===== config.mk =====
export PLATFORM = sky130hd
export DESIGN_NAME = pipe_reg_elastic
export DESIGN_NICKNAME = d
export VERILOG_FILES = /design/src/rtl/pipe_reg_elastic.sv
export SDC_FILE = /design/constraint.sdc
export NUM_CORES = 1
export LEC_CHECK = 0
export ABC_AREA = 1
export BUFFER_PORTS_ARGS = -buffer_cell sky130_fd_sc_hd__clkbuf_2
export CAP_MARGIN = 20
export CORE_AREA = 4 4 89 91
export CTS_BUF_LIST = sky130_fd_sc_hd__clkbuf_2 sky130_fd_sc_hd__clkbuf_4 sky130_fd_sc_hd__clkbuf_8
export DETAILED_ROUTE_END_ITERATION = 16
export DIE_AREA = 0 0 93 95
export PLACE_DENSITY_LB_ADDON = 0.1
export SYNTH_ARGS = -nofsm -noshare
export SYNTH_HDL_FRONTEND = slang
export SYNTH_SLANG_ARGS = --single-unit

===== constraint.sdc =====
create_clock -name clk -period 2.4 [get_ports clk]
set_input_delay 0.12 -clock clk [delete_from_list [all_inputs] [get_ports clk]]
set_output_delay 0.12 -clock clk [all_outputs]
set_load 0.02 [all_outputs]

===== src/rtl/pipe_reg_elastic.sv =====
// Elastic register chain: DEPTH stages, each with its own valid bit, valid/ready at both ends.
// Bubbles collapse toward the output; flush kills all entries but leaves the data registers untouched.
module pipe_reg_elastic #(
  parameter int                   BIT_WIDTH = 32,
  parameter int                   DEPTH     = 2,
  parameter logic [BIT_WIDTH-1:0] RESET_VAL = '0
) (
  input  logic                         clk,
  input  logic                         reset,
  input  logic                         flush,
  input  logic                         in_valid,
  output logic                         in_ready,
  input  logic [BIT_WIDTH-1:0]         in_data,
  output logic                         out_valid,
  input  logic                         out_ready,
  output logic [BIT_WIDTH-1:0]         out_data,
  output logic [$clog2(DEPTH+1)-1:0]   occupancy
);

  localparam int OCC_W = $clog2(DEPTH+1);

  logic [DEPTH-1:0]     v;
  logic [DEPTH-1:0]     v_nxt;
  logic [DEPTH-1:0]     rdy;
  logic [DEPTH-1:0]     up_v;
  logic [BIT_WIDTH-1:0] d    [DEPTH];
  logic [BIT_WIDTH-1:0] up_d [DEPTH];
  logic [OCC_W-1:0]     occ_nxt;

  // A stage can take a new entry if it is empty or everything downstream of it can move.
  always_comb begin : ready_chain
    logic acc;
    acc = out_ready;
    rdy = '0;
    for (int k = DEPTH-1; k >= 0; k--) begin
      acc    = ~v[k] | acc;
      rdy[k] = acc;
    end
  end

  always_comb begin
    up_v    = '0;
    up_v[0] = in_valid;
    up_d[0] = in_data;
    for (int k = 1; k < DEPTH; k++) begin
      up_v[k] = v[k-1];
      up_d[k] = d[k-1];
    end
  end

  always_comb begin
    v_nxt = v;
    if (flush) begin
      v_nxt = '0;
    end else begin
      for (int k = 0; k < DEPTH; k++) begin
        if (rdy[k]) v_nxt[k] = up_v[k];
      end
    end
  end

  always_comb begin
    occ_nxt = '0;
    for (int k = 0; k < DEPTH; k++) begin
      occ_nxt = occ_nxt + OCC_W'(v_nxt[k]);
    end
  end

  // Data registers only load real entries, so bubbles never toggle them.
  always_ff @(posedge clk or negedge reset) begin
    if (!reset) begin
      v         <= '0;
      occupancy <= '0;
      for (int k = 0; k < DEPTH; k++) d[k] <= RESET_VAL;
    end else begin
      v         <= v_nxt;
      occupancy <= occ_nxt;
      for (int k = 0; k < DEPTH; k++) begin
        if (!flush && rdy[k] && up_v[k]) d[k] <= up_d[k];
      end
    end
  end

  assign in_ready  = rdy[0] & ~flush;
  assign out_valid = v[DEPTH-1] & ~flush;
  assign out_data  = d[DEPTH-1];

endmodule


==> results of run 1 <==
sequential cells by signal (all words and copies together) (netlist names):
register   count
out_data      32
d             32
occupancy      2
v              2
worst max path at each step:
stage	cells past startpoint	endpoint	slack (ns)	startpoint
final	4	in_ready	0.73	v[0]
after global routing	4	out_data[21]	0.53	v[1]
after CTS	4	in_ready	0.67	v[0]
after detailed placement	4	out_data[21]	0.72	v[1]
after global placement	4	out_data[21]	0.76	v[1]
after floorplan	4	occupancy[0]	1.14	v[0]
area by class of cell:
type | instances | share of cell area (%)
flip-flops and latches | 68 | 49.98
multi-input cells | 169 | 25.91
repair buffers | 75 | 11.39
inverters | 38 | 4.190
clock buffers | 10 | 4.043
well taps | 99 | 3.638
clock inverters | 5 | 0.8453
per-layer routing:
layer,part of all wire [%],vias to the layer above,wire [microns]
met3,5.5,8,324
li1,-,1072,-
met4,1.6,0,92
met5,0,-,0
met2,45,46,2667
met1,48,908,2812
layout by cell type (no fill, tap or decap):
master,count
inv_1,37
clkinv_2,4
nand3_4,3
nand4_1,32
dlygate4sd3_1,1
clkbuf_2,71
dfrtp_1,68
a21oi_1,2
o21ai_2,20
ha_1,1
o21ai_1,12
inv_2,1
clkinv_4,1
nor2_1,1
clkbuf_8,10
buf_4,3
nand2_1,98
kinds of logic after synthesis:
family                   synth area share, %
AND/OR/NAND/NOR                        20.05
buffers and inverters                  17.03
flip-flops                             54.64
AO/OA/AOI/OAI                          7.875
adder cells (fa/ha/maj)               0.4017
report_power, final:
part	switching [W]	internal, W
Combinational	0.000388	0.000212
Sequential	0.000104	0.00133
Clock	0.000407	0.000391
stage by stage:
| stage | std cells | power (W) | area [sq um] | hold slack (ns) | util [%] |
|---|---|---|---|---|---|
| 2_1_floorplan | 326 | 0.002011 | 3114 | -0.1756 | - |
| 3_3_place_gp | 448 | 0.002060 | 3228 | 0.2957 | 45.23 |
| 3_5_place_dp | 448 | 0.002073 | 3228 | 0.2924 | 45.23 |
| 4_1_cts | 464 | 0.002886 | 3405 | 0.001953 | 47.70 |
| 5_1_grt | 464 | 0.003025 | 3405 | 0.02079 | 47.70 |
| 6_report | 464 | 0.002836 | 3405 | 0.01778 | 47.70 |
worst reg2reg max path, stage by stage, from the launching register on:
cell and delay [ns]:
dfrtp_1 0.42, nand2_1 0.15, nand3_4 0.59, nand2_1 0.29, o21ai_2 0.07
==> run summary, run 1 <==
Top Usage Layer GRT = met2
Clk sinks = 68
Cell area after synthesis = 3114 sq um
Die height = 95 microns
Worst Hold Depth = 2
Critical path arrival = 1.55 ns
GR Util met3 = 3.506%
Worst R2R Start = v[1]
Fin nets = 399
Rows = 31
Critical path class = reg2out
Sequential fraction of the synthesis area = 54.64%
Gate Count Post-Synth = 326
Initial antenna violation count = 0
Setup-failing EPs final = 0
Yosys warns = 0
Routed WL = 5897 microns
Critical Path End Type = output pin
Top cell type by total area after synthesis = dfrtp_1
Post-CTS sizing = 0
Drt via density = 4.384
DR vias = 2034
Flop2flop setup slack = 0.74 ns
CTS tree = yes
P&R area growth vs syn = 9.321%
Status = finished clean
Hold bufs inserted after CTS = 1
Core ar. = 7137 sq um
Clk slew on worst S/H paths = 0.07 ns
Async SR Flop Fraction = 100.0%
Initial Util = 43.64%
Antenna-violating nets left = 0
First-pass GRT wire length = 10100 microns
Worst Hold Endpoint = v[0]
Synth unique cells = 15
Cell Chain, Critical Path = nand3_4 > nand2_1 > inv_1 > clkbuf_2
Drt wl/cell = 12.71 microns
Most frequent cell after synthesis = nand2_1
RePlAce Congestion = 0.6964
PwrDens = 832.9 nW/um^2
Top delay family on crit path = simple AND/OR/NAND/NOR gates
Initial DRC count = 93
Worst clock skew = 0.006889 ns
Pin count of the biggest net entering global routing = 69
Fmax = 0.6003 GHz
Port buffer count = 72
Die Footprint = 8835 sq um
Max Fanout on Critical Path = 35
Critical path buffers and inverters = 2
CTS root buf = clkbuf_8
Total grt overflow = 0
Setup slack at placement = 0.7186 ns
Setup bufs post-CTS = 0
Clk_lat worst skew = 0.33 ns
DP HPWL = 3741 microns
Met1 Usage GRT = 20.31%
Final Max Slew Viols = 0
Period utilisation layout = 69.41%
First drt pass iteration count = 5
Seq. cell area = 1702 sq um
GRT Util Overall = 14.83%
CP startpoint kind = flip-flop
Met2 usage = 21.90%
Final worst slack = 0.7342 ns
Area contributors post-synth = dfrtp_1, nand2_1, buf_4, nand4_1, o21ai_2
Via count of the first global-routing pass = 2013
#FFs+latches synth = 68
Post-synth EDFFs = 0
DIE WIDTH = 93 microns
Data required time of the worst path = 2.28 ns
Worst VDD drop = 295.8 uV
DRC Markers = 0
Total CTS buffers = 9
Share of cells above drive strength 1 = 30.96%
Max Cap Viol = 0
R2R cell count = 4
Reg2reg end = out_data[21]
Top cells by count, synth = nand2_1, dfrtp_1, inv_1, buf_4, nand4_1
Worst Hold Class = in2reg
Final count of hold timing violations = 0
# diodes = 0
Min-delay src = flush
Fill cells = 745
RSZ-0062 raised after global routing = false
Max_slew headroom = 43.48%
Share of the synthesized area in the top cell type = 54.64%
Slowest-stage cell, CP = dfrtp_1
Syn_area_per_cell = 9.553 sq um
Io pins = 73
Final setup TNS = 0 ns
Worst-Margin Slew = 0.8478 ns
Delay of the slowest critical-path stage = 0.46 ns
Clock H-tree levels = 3
Fin crit period = 1.666 ns
Leak pwr = 1.859 nW
Multi-input gate area = 882.1 sq um
Ys flop type = dfrtp_1
Clock Tree Buf Depth = 2
Net Count, Synth = 364
No activity file was read; power rests on OpenSTA's default activity.
==> inputs of run 2 (changes only) <==
Clock period 2.4 ns to 1.35 ns, I/O delays scaled along.
==> run 2 against run 1 <==
  * First-iteration DRC count rose by 13%
  * Utilization up 6.7 points
  * Design area is 14% higher
  * Critical path depth rose by 1
  * Hold slack improved by 0.0041 ns
  * Clock power increased by 110%
  * Combinational power increased by 97%
  * Largest cell class unchanged
==> run summary, run 2 (synthesis gave the netlist of run 1 again) <==
RSZ-0062 raised after global routing = false (unchanged)
Io pins = 73 (unchanged)
First-pass GRT wire length = 10450 microns (was 10100 microns)
Via count of the first global-routing pass = 2268 (was 2013)
Cell Chain, Critical Path = nand3_4 > buf_6 > nand2_1 > inv_1 > buf_4 (was nand3_4 > nand2_1 > inv_1 > clkbuf_2)
Reg2reg end = out_data[26] (was out_data[21])
CP startpoint kind = flip-flop (unchanged)
DIE WIDTH = 93 microns (unchanged)
Share of cells above drive strength 1 = 30.64% (was 30.96%)
Worst Hold Class = in2reg (unchanged)
Worst R2R Start = v[1] (unchanged)
DR vias = 2254 (was 2034)
Data required time of the worst path = 1.28 ns (was 2.28 ns)
Max_slew headroom = 73.38% (was 43.48%)
PwrDens = 1397 nW/um^2 (was 832.9 nW/um^2)
Final setup TNS = 0 ns (unchanged)
Min-delay src = in_data[22] (was flush)
CTS root buf = clkbuf_8 (unchanged)
Initial DRC count = 105 (was 93)
Final count of hold timing violations = 0 (unchanged)
Rows = 31 (unchanged)
Total CTS buffers = 9 (unchanged)
Worst clock skew = 0.007511 ns (was 0.006889 ns)
Most frequent cells in the layout = nand2_1, clkbuf_2, dfrtp_1 (unchanged)
Clk sinks = 68 (unchanged)
Routed WL = 6153 microns (was 5897 microns)
# diodes = 0 (unchanged)
Core ar. = 7137 sq um (unchanged)
Fmax = 0.7883 GHz
Fin nets = 441 (was 399)
Initial antenna violation count = 0 (unchanged)
R2R cell count = 6 (was 4)
Slowest-stage cell, CP = dfrtp_1 (unchanged)
DP HPWL = 3898 microns (was 3741 microns)
Max Cap Viol = 0 (unchanged)
Clock Tree Buf Depth = 2 (unchanged)
Drt via density = 4.446 (was 4.384)
Initial Util = 43.64% (unchanged)
Final Max Slew Viols = 0 (unchanged)
Leak pwr = 2.070 nW (was 1.859 nW)
Worst Hold Endpoint = d[54] (was v[0])
GRT Util Overall = 15.14% (was 14.83%)
Critical path arrival = 1.20 ns (was 1.55 ns)
First drt pass iteration count = 4 (was 5)
Non-filler cells, final = 507 (was 464)
Delay of the slowest critical-path stage = 0.39 ns (was 0.46 ns)
Hold Worst Slack = 0.02191 ns (was 0.01778 ns)
Worst-Margin Slew = 0.3992 ns (was 0.8478 ns)
Flop2flop setup slack = 0.11 ns (was 0.74 ns)
Fill cells = 686 (was 745)
Pin count of the biggest net entering global routing = 69 (unchanged)
Placed insts = 454 (was 448)
Antenna-violating nets left = 0 (unchanged)
Worst VDD drop = 590.3 uV (was 295.8 uV)
CTS tree = yes (unchanged)
Commonest non-fill, non-tap cell in the layout = nand2_1 (unchanged)
Fin crit period = 1.269 ns
Drt wl/cell = 12.14 microns (was 12.71 microns)
Port buffer count = 72 (unchanged)
P&R area growth vs syn = 24.75% (was 9.321%)
Die Footprint = 8835 sq um (unchanged)
Total grt overflow = 0 (unchanged)
Max Fanout on Critical Path = 4 (was 35)
Setup-failing EPs final = 0 (unchanged)
Worst Hold Depth = 3 (was 2)
Clock H-tree levels = 3 (unchanged)
Critical path class = reg2out (unchanged)
Clk_lat worst skew = 0.33 ns (about the same)
Clk slew on worst S/H paths = 0.07 ns (about the same)
RePlAce Congestion = 0.7432 (was 0.6964)
Status = finished clean (unchanged)
Period utilisation layout = 93.97%
Critical Path End Type = output pin (unchanged)
Die height = 95 microns (unchanged)
DRC Markers = 0 (unchanged)
## run 2: cell count changes in the layout (fill, tap and decap cells not counted), sizes merged
cell / delta
buf: +11
bufinv: +1
clkbuf: +1
clkinv: -3
clkinvlp: +1
dlygate4sd3: +32
## run 2: stage by stage
stage | cell area, sq um | total power [W] | utilization (%) | worst slack [ns]
after global routing | 3885 | 0.005755 | 54.44 | 0.01689
after detailed placement | 3311 | 0.003700 | 46.39 | 0.09274
after global placement | 3311 | 0.003682 | 46.39 | 0.1541
after CTS | 3877 | 0.005513 | 54.33 | 0.03636
after floorplan | 3114 | 0.003576 | - | 0.09319
final | 3885 | 0.005426 | 54.44 | 0.08142
## run 2: what timing repair did
action | in CTS | in global routing
hold buffers | 33 | 0
resized for setup | 3 | 1
hold endpoints to repair | 101 | 0
endpoints found under the setup margin | 1 | 1
buffers inserted | 3 | 1
## run 2: worst max-delay path: cells and delay by family, from the launching register on
kind | cells | cell delay, ns
flip-flops | 1 | 0.39
buffers and inverters | 3 | 0.32
AND/OR/NAND/NOR | 2 | 0.16
## run 2: worst max-delay path by stage
stage,to,from
finish,in_ready,v[1]
floorplan,occupancy[0],v[0]
CTS,in_ready,v[0]
global placement,d[34],v[0]
global route,in_ready,v[1]
detailed placement,d[62],v[0]
## run 2: power by group
group | leakage, nW | switching (W) | internal (W)
Clock | 0.106 | 0.000733 | 0.000969
Combinational | 1.10 | 0.000713 | 0.000462
Sequential | 0.860 | 0.000179 | 0.00237
Total | 2.07 | 0.00162 | 0.00380
## run 2: routing by layer
| layer | GRT usage, % | wire [microns] |
|---|---|---|
| met5 | 0 | 0 |
| met4 | 6.593 | 72 |
| met3 | 3.187 | 304 |
| met2 | 24.54 | 2900 |
| met1 | 19.67 | 2876 |
## run 2: final cells by class
cell class	count	area (sq um)	share of cell area, %
well taps	99	123.9	3.188
clock inverters	4	47.55	1.224
clock buffers	12	158.9	4.090
flip-flops and latches	68	1703	43.83
repair buffers	117	827.0	21.29
inverters	38	142.6	3.671
multi-input cells	169	882.1	22.71
==> inputs of run 3 (changes only) <==
Settings changed: PLACE_DENSITY from default to 0.7, PLACE_DENSITY_LB_ADDON 0.1 to default.
==> run 3 against run 2 <==
  * Maximum frequency is 1.1% lower
  * Clock-buffer cell count is 1 lower
  * Sequential cell count did not move
  * Utilization down 0.56 points
  * Clock skew up 0.0026 ns
  * Via count rose by 0.75%
  * First-iteration DRC count down 38%
  * Routed wire length is 2.0% higher
  * Largest power group unchanged
==> run summary, run 3 (synthesis gave the netlist of run 1 again) <==
Clock Tree Buf Depth = 2 (unchanged)
Max_slew headroom = 74.25% (was 73.38%)
Final Max Slew Viols = 0 (unchanged)
Hold Worst Slack = 0.01903 ns (was 0.02191 ns)
Worst Hold Depth = 3 (unchanged)
PwrDens = 1389 nW/um^2 (was 1397 nW/um^2)
Critical path class = reg2out (unchanged)
CP startpoint kind = flip-flop (unchanged)
Initial antenna violation count = 0 (unchanged)
Met3 Routed Length = 252 microns (was 304 microns)
Die height = 95 microns (unchanged)
GRT Util Overall = 15.62% (was 15.14%)
Clk_lat worst skew = 0.33 ns (about the same)
Critical Path End Type = output pin (unchanged)
Min-delay src = in_data[1] (was in_data[22])
R2R cell count = 5 (was 6)
Drt wl/cell = 12.41 microns (was 12.14 microns)
Max Fanout on Critical Path = 4 (unchanged)
Die Footprint = 8835 sq um (unchanged)
Fmax = 0.7792 GHz (was 0.7883 GHz)
First-pass GRT wire length = 10830 microns (was 10450 microns)
DR vias = 2271 (was 2254)
P&R area growth vs syn = 23.46% (was 24.75%)
Via count of the first global-routing pass = 2339 (was 2268)
Metal2 WL = 3146 microns (was 2900 microns)
DIE WIDTH = 93 microns (unchanged)
CTS root buf = clkbuf_8 (unchanged)
Placed insts = 455 (was 454)
Commonest non-fill, non-tap cell in the layout = nand2_1 (unchanged)
# diodes = 0 (unchanged)
RePlAce Congestion = 0.7488 (was 0.7432)
Final setup TNS = 0 ns (unchanged)
Initial DRC count = 65 (was 105)
Share of cells above drive strength 1 = 30.96% (was 30.64%)
Routed WL = 6279 microns (was 6153 microns)
Critical path arrival = 1.22 ns (was 1.20 ns)
Drt via density = 4.488 (was 4.446)
First drt pass iteration count = 4 (unchanged)
Worst Hold Class = in2reg (unchanged)
Io pins = 73 (unchanged)
Non-filler cells, final = 506 (was 507)
Total CTS buffers = 9 (unchanged)
Fin nets = 440 (was 441)
Most frequent cells in the layout = nand2_1, clkbuf_2, dfrtp_1 (unchanged)
Antenna-violating nets left = 0 (unchanged)
Port buffer count = 72 (unchanged)
Worst-Margin Slew = 0.3862 ns (was 0.3992 ns)
Max Cap Viol = 0 (unchanged)
RSZ-0062 raised after global routing = false (unchanged)
Leak pwr = 2.050 nW (was 2.070 nW)
Status = finished clean (unchanged)
DP HPWL = 3920 microns (was 3898 microns)
Worst Hold Endpoint = d[33] (was d[54])
DRC Markers = 0 (unchanged)
Clk slew on worst S/H paths = 0.07 ns (about the same)
Worst clock skew = 0.01014 ns (was 0.007511 ns)
Initial Util = 43.64% (unchanged)
Worst setup path startpoint = v[0] (was v[1])
Pin count of the biggest net entering global routing = 69 (unchanged)
Fin crit period = 1.283 ns (was 1.269 ns)
Worst R2R Start = v[0] (was v[1])
CTS tree = yes (unchanged)
Clock H-tree levels = 3 (unchanged)
Flop2flop setup slack = 0.13 ns (was 0.11 ns)
Final count of hold timing violations = 0 (unchanged)
Area of placed instances = 3293 sq um (was 3311 sq um)
Setup-failing EPs final = 0 (unchanged)
Worst VDD drop = 644.5 uV (was 590.3 uV)
Rows = 31 (unchanged)
Final non-filler cell area = 3845 sq um (was 3885 sq um)
Total grt overflow = 0 (unchanged)
Clk sinks = 68 (unchanged)
Period utilisation layout = 95.06% (was 93.97%)
Post-Route M1 WL = 2804 microns (was 2876 microns)
Data required time of the worst path = 1.28 ns (about the same)
Core ar. = 7137 sq um (unchanged)
Reg2reg end = out_data[23] (was out_data[26])
Top sig layer = met4 (unchanged)
[run 3: routing by layer]
metal | vias to the layer above | global-route usage [%]
met2 | 50 | 27.11
met4 | 0 | 5.495
met3 | 8 | 3.187
met1 | 1056 | 19.41
li1 | 1157 | -
met5 | - | 0
[run 3: worst max path at each step]
| stage | end | cells past startpoint |
|---|---|---|
| after floorplan | occupancy[0] | 4 |
| after global placement | d[62] | 4 |
| after detailed placement | out_data[13] | 5 |
| after CTS | in_ready | 5 |
| after global routing | in_ready | 5 |
| final | in_ready | 5 |
[run 3: layout make-up]
class	instances	area (sq um)
fillers	690	3292
flip-flops and latches	68	1703
multi-input cells	169	884.6
repair buffers	116	799.5
inverters	38	142.6
clock buffers	11	138.9
well taps	99	123.9
clock inverters	5	52.55
[run 3: what timing repair did]
item                                   CTS  global route
gates resized for setup                  3             4
endpoints found under the hold margin  100             0
setup endpoints to repair                1            21
hold buffers                            32             0
pin swaps                                0             1
buffers inserted                         2             1
gates cloned                             0             0
[run 3: power breakdown]
part           switching, W  leakage [nW]  internal (W)
Sequential         0.000178         0.860       0.00237
Clock              0.000734        0.0999      0.000886
Combinational      0.000718          1.09      0.000456
[run 3: metrics by stage]
step / util, % / setup slack, ns / total power, W
2_1_floorplan: - / 0.09319 / 0.003576
3_3_place_gp: 46.14 / 0.1209 / 0.003668
3_5_place_dp: 46.14 / 0.08864 / 0.003699
4_1_cts: 53.63 / 0.02153 / 0.005413
5_1_grt: 53.87 / 0.006150 / 0.005660
6_report: 53.87 / 0.06666 / 0.005341
[run 3: critical path, stage by stage (launching register included)]
cell and delay, ns:
dfrtp_2 0.43, nand3_4 0.12, buf_6 0.12, nand2_2 0.04
inv_1 0.06, buf_6 0.11
